===== config.mk =====
export PLATFORM = sky130hd
export DESIGN_NAME = id_ex_stage
export DESIGN_NICKNAME = d
export VERILOG_FILES = /design/src/rtl/alu_pkg.sv /design/src/rtl/alu_ctrl_dec.sv /design/src/rtl/id_ex_stage.sv
export SDC_FILE = /design/constraint.sdc
export NUM_CORES = 1
export LEC_CHECK = 0
export CORE_AREA = 2 2 126 128
export CTS_BUF_LIST = sky130_fd_sc_hd__clkbuf_16
export DETAILED_ROUTE_END_ITERATION = 12
export DIE_AREA = 0 0 128 130
export DONT_BUFFER_PORTS = 1
export GPL_TIMING_DRIVEN = 1
export SLEW_MARGIN = 25
export SYNTH_ARGS = -nofsm -noshare
export SYNTH_HDL_FRONTEND = slang
export SYNTH_SLANG_ARGS = --single-unit

===== constraint.sdc =====
create_clock -name clk_i -period 4.3 [get_ports clk_i]
set_clock_uncertainty 0.2 [all_clocks]
set_input_delay 1.29 -clock clk_i [delete_from_list [all_inputs] [get_ports clk_i]]
set_output_delay 1.29 -clock clk_i [all_outputs]
set_load 0.01 [all_outputs]

===== src/rtl/alu_pkg.sv =====
// Shared ALU encodings: control codes, aluOp classes, R-type funct values and forwarding selects.
package alu_pkg;

  localparam logic [3:0] ALU_CTRL_AND = 4'b0000;
  localparam logic [3:0] ALU_CTRL_OR  = 4'b0001;
  localparam logic [3:0] ALU_CTRL_ADD = 4'b0010;
  localparam logic [3:0] ALU_CTRL_MUL = 4'b0011;
  localparam logic [3:0] ALU_CTRL_SUB = 4'b0110;

  localparam logic [1:0] ALUOP_MEM    = 2'b00;
  localparam logic [1:0] ALUOP_IMM    = 2'b01;
  localparam logic [1:0] ALUOP_RTYPE  = 2'b10;
  localparam logic [1:0] ALUOP_BRANCH = 2'b11;

  // {funct7, funct3}
  localparam logic [9:0] FUNCT_AND = 10'b0000000111;
  localparam logic [9:0] FUNCT_OR  = 10'b0000000110;
  localparam logic [9:0] FUNCT_ADD = 10'b0000000000;
  localparam logic [9:0] FUNCT_SUB = 10'b0100000000;
  localparam logic [9:0] FUNCT_MUL = 10'b0000001000;

  localparam logic [1:0] FWD_REG     = 2'b00;
  localparam logic [1:0] FWD_MEMWB   = 2'b01;
  localparam logic [1:0] FWD_EXMEM   = 2'b10;
  localparam logic [1:0] FWD_REG_ALT = 2'b11;

  function automatic logic isListedFunct(input logic [9:0] funct);
    return (funct == FUNCT_AND) || (funct == FUNCT_OR) || (funct == FUNCT_ADD) ||
           (funct == FUNCT_SUB) || (funct == FUNCT_MUL);
  endfunction

endpackage


===== src/rtl/alu_ctrl_dec.sv =====
// Combinational aluOp/funct to 4-bit ALU control decoder; unlisted R-type funct falls back to ADD.
module alu_ctrl_dec
  import alu_pkg::*;
(
  input  logic [1:0] aluOp,
  input  logic [9:0] funct,
  output logic [3:0] aluCtrl
);

  always_comb begin
    aluCtrl = ALU_CTRL_ADD;
    case (aluOp)
      ALUOP_BRANCH: aluCtrl = ALU_CTRL_SUB;
      ALUOP_RTYPE: begin
        case (funct)
          FUNCT_AND: aluCtrl = ALU_CTRL_AND;
          FUNCT_OR:  aluCtrl = ALU_CTRL_OR;
          FUNCT_ADD: aluCtrl = ALU_CTRL_ADD;
          FUNCT_SUB: aluCtrl = ALU_CTRL_SUB;
          FUNCT_MUL: aluCtrl = ALU_CTRL_MUL;
          default:   aluCtrl = ALU_CTRL_ADD;
        endcase
      end
      default: aluCtrl = ALU_CTRL_ADD;
    endcase
  end

endmodule


===== src/rtl/id_ex_stage.sv =====
// ID/EX pipeline register with live EX-stage forwarding muxes in front of the ALU.
// Optional IDEX_ILLEGAL_FLAG_EN adds a registered illegal_o for unlisted R-type funct.
module id_ex_stage
  import alu_pkg::*;
#(
  parameter int DATA_W  = 32,
  parameter int RADDR_W = 5
) (
  input  logic                 clk_i,
  input  logic                 rst_i,
  input  logic                 stall_i,
  input  logic                 flush_i,
  input  logic                 valid_i,
  input  logic [DATA_W-1:0]    rs1Data_i,
  input  logic [DATA_W-1:0]    rs2Data_i,
  input  logic [DATA_W-1:0]    imm_i,
  input  logic [9:0]           funct_i,
  input  logic [1:0]           aluOp_i,
  input  logic                 aluSrc_i,
  input  logic [3:0]           ctrl_i,
  input  logic [2*RADDR_W-1:0] rsAddr_i,
  input  logic [RADDR_W-1:0]   rdAddr_i,
  input  logic [3:0]           fwdSel_i,
  input  logic [DATA_W-1:0]    exMemResult_i,
  input  logic [DATA_W-1:0]    memWbResult_i,
`ifdef IDEX_ILLEGAL_FLAG_EN
  output logic                 illegal_o,
`endif
  output logic                 valid_o,
  output logic [DATA_W-1:0]    aluSrc1_o,
  output logic [DATA_W-1:0]    aluSrc2_o,
  output logic [3:0]           aluCtrl_o,
  output logic [DATA_W-1:0]    storeData_o,
  output logic [3:0]           ctrl_o,
  output logic [2*RADDR_W-1:0] rsAddr_o,
  output logic [RADDR_W-1:0]   rdAddr_o
);

  logic [3:0] aluCtrl_p0;

  logic                 vld_p1;
  logic [DATA_W-1:0]    rs1Data_p1;
  logic [DATA_W-1:0]    rs2Data_p1;
  logic [DATA_W-1:0]    imm_p1;
  logic                 aluSrc_p1;
  logic [3:0]           aluCtrl_p1;
  logic [3:0]           ctrl_p1;
  logic [2*RADDR_W-1:0] rsAddr_p1;
  logic [RADDR_W-1:0]   rdAddr_p1;

  alu_ctrl_dec uDec (
    .aluOp   (aluOp_i),
    .funct   (funct_i),
    .aluCtrl (aluCtrl_p0)
  );

  // ID -> EX boundary: flush beats stall, stall beats load
  always_ff @(posedge clk_i or negedge rst_i) begin
    if (!rst_i) begin
      vld_p1     <= 1'b0;
      rs1Data_p1 <= '0;
      rs2Data_p1 <= '0;
      imm_p1     <= '0;
      aluSrc_p1  <= 1'b0;
      aluCtrl_p1 <= '0;
      ctrl_p1    <= '0;
      rsAddr_p1  <= '0;
      rdAddr_p1  <= '0;
    end else if (flush_i) begin
      vld_p1     <= 1'b0;
      rs1Data_p1 <= '0;
      rs2Data_p1 <= '0;
      imm_p1     <= '0;
      aluSrc_p1  <= 1'b0;
      aluCtrl_p1 <= '0;
      ctrl_p1    <= '0;
      rsAddr_p1  <= '0;
      rdAddr_p1  <= '0;
    end else if (!stall_i) begin
      vld_p1     <= valid_i;
      rs1Data_p1 <= rs1Data_i;
      rs2Data_p1 <= rs2Data_i;
      imm_p1     <= imm_i;
      aluSrc_p1  <= aluSrc_i;
      aluCtrl_p1 <= aluCtrl_p0;
      ctrl_p1    <= valid_i ? ctrl_i : 4'b0000;
      rsAddr_p1  <= rsAddr_i;
      rdAddr_p1  <= rdAddr_i;
    end
  end

`ifdef IDEX_ILLEGAL_FLAG_EN
  logic illegal_p1;

  always_ff @(posedge clk_i or negedge rst_i) begin
    if (!rst_i) begin
      illegal_p1 <= 1'b0;
    end else if (flush_i) begin
      illegal_p1 <= 1'b0;
    end else if (!stall_i) begin
      illegal_p1 <= valid_i && (aluOp_i == ALUOP_RTYPE) && !isListedFunct(funct_i);
    end
  end

  assign illegal_o = illegal_p1;
`endif

  // Code 11 is treated like 00 so a stale forwarding unit can never pick garbage
  function automatic logic [DATA_W-1:0] fwdMux(input logic [1:0] sel,
                                               input logic [DATA_W-1:0] regVal,
                                               input logic [DATA_W-1:0] exMem,
                                               input logic [DATA_W-1:0] memWb);
    case (sel)
      FWD_EXMEM: return exMem;
      FWD_MEMWB: return memWb;
      default:   return regVal;
    endcase
  endfunction

  // EX side: forwarding stays live through stalls
  assign aluSrc1_o   = fwdMux(fwdSel_i[3:2], rs1Data_p1, exMemResult_i, memWbResult_i);
  assign storeData_o = fwdMux(fwdSel_i[1:0], rs2Data_p1, exMemResult_i, memWbResult_i);
  assign aluSrc2_o   = aluSrc_p1 ? imm_p1 : storeData_o;

  assign valid_o   = vld_p1;
  assign aluCtrl_o = aluCtrl_p1;
  assign ctrl_o    = ctrl_p1;
  assign rsAddr_o  = rsAddr_p1;
  assign rdAddr_o  = rdAddr_p1;

endmodule

==> qor.txt, run 1 <==
peak supply drop: 0.0002772 V
Post-Syn Area: 6456 um^2
crit-path cells: inv_1, ha_1, buf_4, a22oi_1, o21ai_0, mux2_2
Tot GR Track Use: 0.2402
min-delay src: imm_p1[2]
Tightest Pin Transition: 0.5071 ns
Initial Util: 0.4186
syn_area_per_cell: 9.665 um^2
clock-pin slew on the worst setup and hold paths: 0.05 ns
leakage: 3.661 nW
Slew Viols, Final: 0
Slew Limit Headroom: 0.6588
clock buffer depth: 2
met3 Track Usage GR: 0.07831
H-tree levels: 4
Setup CP Type: in2out
crit path DAT: 2.63 ns
Final min period: 4.115 ns
DRT iter0 DRCs: 389
Worst-Skew Late Latency: 0.41 ns
unrepaired setup endpoints after global routing: no
Yosys top cell by area: dfrtp_1
Sw Share: 0.2656
Vias per Instance: 5.895
CTS Buf Count: 17
hpwl dp: 15.04 mm
Die X: 128 um
Synth Instances: 668
vias: 5,347
switching power: 0.0008178 W
PD cells: 403.0 nW/um^2
Seq pwr share: 0.402
Hold WC Path Type: reg2reg
Final #Nets: 907
Crit. End Element: primary output
Ant. Diodes: 0
Routed WL: 20.77 mm
fmax: 243.0 MHz
total gr overflow: 0
top-area cell type share of the netlist area: 0.4651
placed cell count: 875
status: complete, no violations
Avg WL per Cell: 22.90 um
final instance area: 7640 um^2
Final TNS setup: 0 ns
commonest cells after routing, fill and taps aside: 120 x dfrtp_1, 116 x nor2_1, 112 x mux2i_1, 70 x nand2_1, 68 x buf_4
final hold violation count: 0
commonest non-fill, non-tap cell in the layout: dfrtp_1
busiest layer in global routing: met2
MaxCap Viol Count: 0
port buffer count: 0
First-pass DRT Iterations: 6
vias in the first global route: 5,155
Distinct cells, synth: 26
GP Congestion: 0.8926
# IOs: 321
Post-CTS Hold Fix Bufs: 0
FF-to-FF Start: ctrl_o[3]
initial antenna violation count: 0
TritonCTS clock tree: done
grt met1 use: 0.3209
Slowest-stage cell, CP: a22oi_1
DP Area: 7062 um^2
Synth warnings: 0
GR Layer Usage met2: 0.3690
Root Buffer: clkbuf_16
first-pass GRT wire length: 30.10 mm
largest net degree at the start of global routing: 127
Layout Cells excl Fill: 907
cts repair resizes: 0
fin crit share: 0.9570
Internal: 0.002261 W
Net Count, Synth: 873
final worst slack: 0.1847 ns
synthesis-to-layout area growth: 18.33%
Die Ht: 130 um
Comb pwr share: 0.147
Req. time, crit path: 2.81 ns
Worst Path Max Fanout: 22
Synth area leaders: dfrtp_1 47%, mux2i_1 17%, a22oi_1 7.6%
setup violators final: 0
worst slack, placed: 0.2305 ns
Final ANT Viol Nets: 0
CP peak stage delay: 0.35 ns
CTS sink count: 120
sequential fraction of the synthesis area: 0.4651
FP Rows: 46
core area: 15,420 um^2
number of synthesized register bits: 120
Setup Buffers After CTS: 0
Hold Slack: 0.3150 ns
residual DRC count: 0
die area: 16,640 um^2
CP Launch Type: primary input
CP startpoint: fwdSel_i[1]
layout cells sized above 1: 0.1916
part of the power in the clock network: 0.451
synthesized netlist by cell type (all sizes together):
| cell | number |
|---|---|
| dfrtp | 120 |
| nor4 | 1 |
| mux2i | 112 |
| buf | 21 |
| nor2b | 1 |
| and3b | 1 |
| ha | 4 |
| o31ai | 1 |
| nand4bb | 1 |
| or3 | 1 |
| conb | 1 |
| or3b | 1 |
| clkbuf | 37 |
| nand3b | 5 |
| a22oi | 65 |
| a31oi | 1 |
| nor2 | 116 |
| mux2 | 32 |
| nand2 | 70 |
| nor4b | 1 |
| inv | 5 |
| o21a | 1 |
| a21oi | 6 |
| o21ai | 64 |
power by group through the flow:
| stage | logic [W] | clock network, W | registers, W |
|---|---|---|---|
| 2_1_floorplan | 0.000334 | 0 | 0.00124 |
| 3_3_place_gp | 0.000447 | 0 | 0.00125 |
| 3_5_place_dp | 0.000453 | 0 | 0.00126 |
| 4_1_cts | 0.000454 | 0.00141 | 0.00124 |
| 5_1_grt | 0.000491 | 0.00146 | 0.00124 |
| 6_report | 0.000454 | 0.00139 | 0.00124 |
path summary, 6_finish.rpt:
check / endpoint / slack, ns / depth (start not counted)
worst min register to register: imm_p1[2] / 0.32 / 2
worst min-delay path: imm_p1[2] / 0.32 / 2
worst max-delay path: aluSrc2_o[7] / 0.18 / 6
min in group asynchronous: imm_p1[23] / 0.37 / 0
worst max register to register: ctrl_o[3] / 3.31 / 2
max in group asynchronous: rs1Data_p1[11] / 3.35 / 0
area by class of cell:
type | count | area, um^2
fillers | 1418 | 7785
clock inverters | 15 | 152.6
clock buffers | 17 | 425.4
repair buffers | 73 | 610.6
multi-input cells | 485 | 3189
well taps | 192 | 240.2
inverters | 5 | 18.77
flip-flops and latches | 120 | 3003
layer usage:
metal | up-vias | routed length (um)
li1 | 2404 | -
met3 | 40 | 1856
met2 | 306 | 9731
met5 | - | 0
met4 | 0 | 477
met1 | 2597 | 8705
metrics by stage:
step | utilization | power, W
detailed placement | 0.4578 | 0.001709
CTS | 0.4953 | 0.003104
finish | 0.4953 | 0.003079
global placement | 0.4578 | 0.001701
global route | 0.4953 | 0.003192
floorplan | - | 0.001575
cells by family after synthesis:
| logic type | count (synthesis) | synth area share |
|---|---|---|
| AND/OR/NAND/NOR | 198 | 0.1227 |
| multiplexers | 144 | 0.2295 |
| AO/OA/AOI/OAI | 138 | 0.1331 |
| flip-flops | 120 | 0.4651 |
| buffers and inverters | 63 | 0.04128 |
| adder cells (fa/ha/maj) | 4 | 0.007752 |
| other | 1 | 0.0005808 |
registers in the layout (all words and copies together), names as in the netlist, 3 cells and up:
register and cells:
rsAddr_o 10, imm_p1 32, aluCtrl_o 3, ctrl_o 4
rs2Data_p1 32, rs1Data_p1 32, rdAddr_o 5
critical path, delay by kind of cell:
family	cells	cell delay, ns
compound gates	2	0.54
fa+ha+maj	1	0.19
buf+inv	2	0.25
mux	1	0.33
Power figures use the tool's default switching activity.
==> run 2: changes to the inputs <==
--- a/config.mk
+++ b/config.mk
@@ -11,6 +11,7 @@
 export DIE_AREA = 0 0 128 130
 export DONT_BUFFER_PORTS = 1
 export GPL_TIMING_DRIVEN = 1
+export SETUP_SLACK_MARGIN = 0.05
 export SLEW_MARGIN = 25
 export SYNTH_ARGS = -nofsm -noshare
 export SYNTH_HDL_FRONTEND = slang
==> results of run 2 <==
No change in the layout: final DEF, timing and power equal those of run 1.
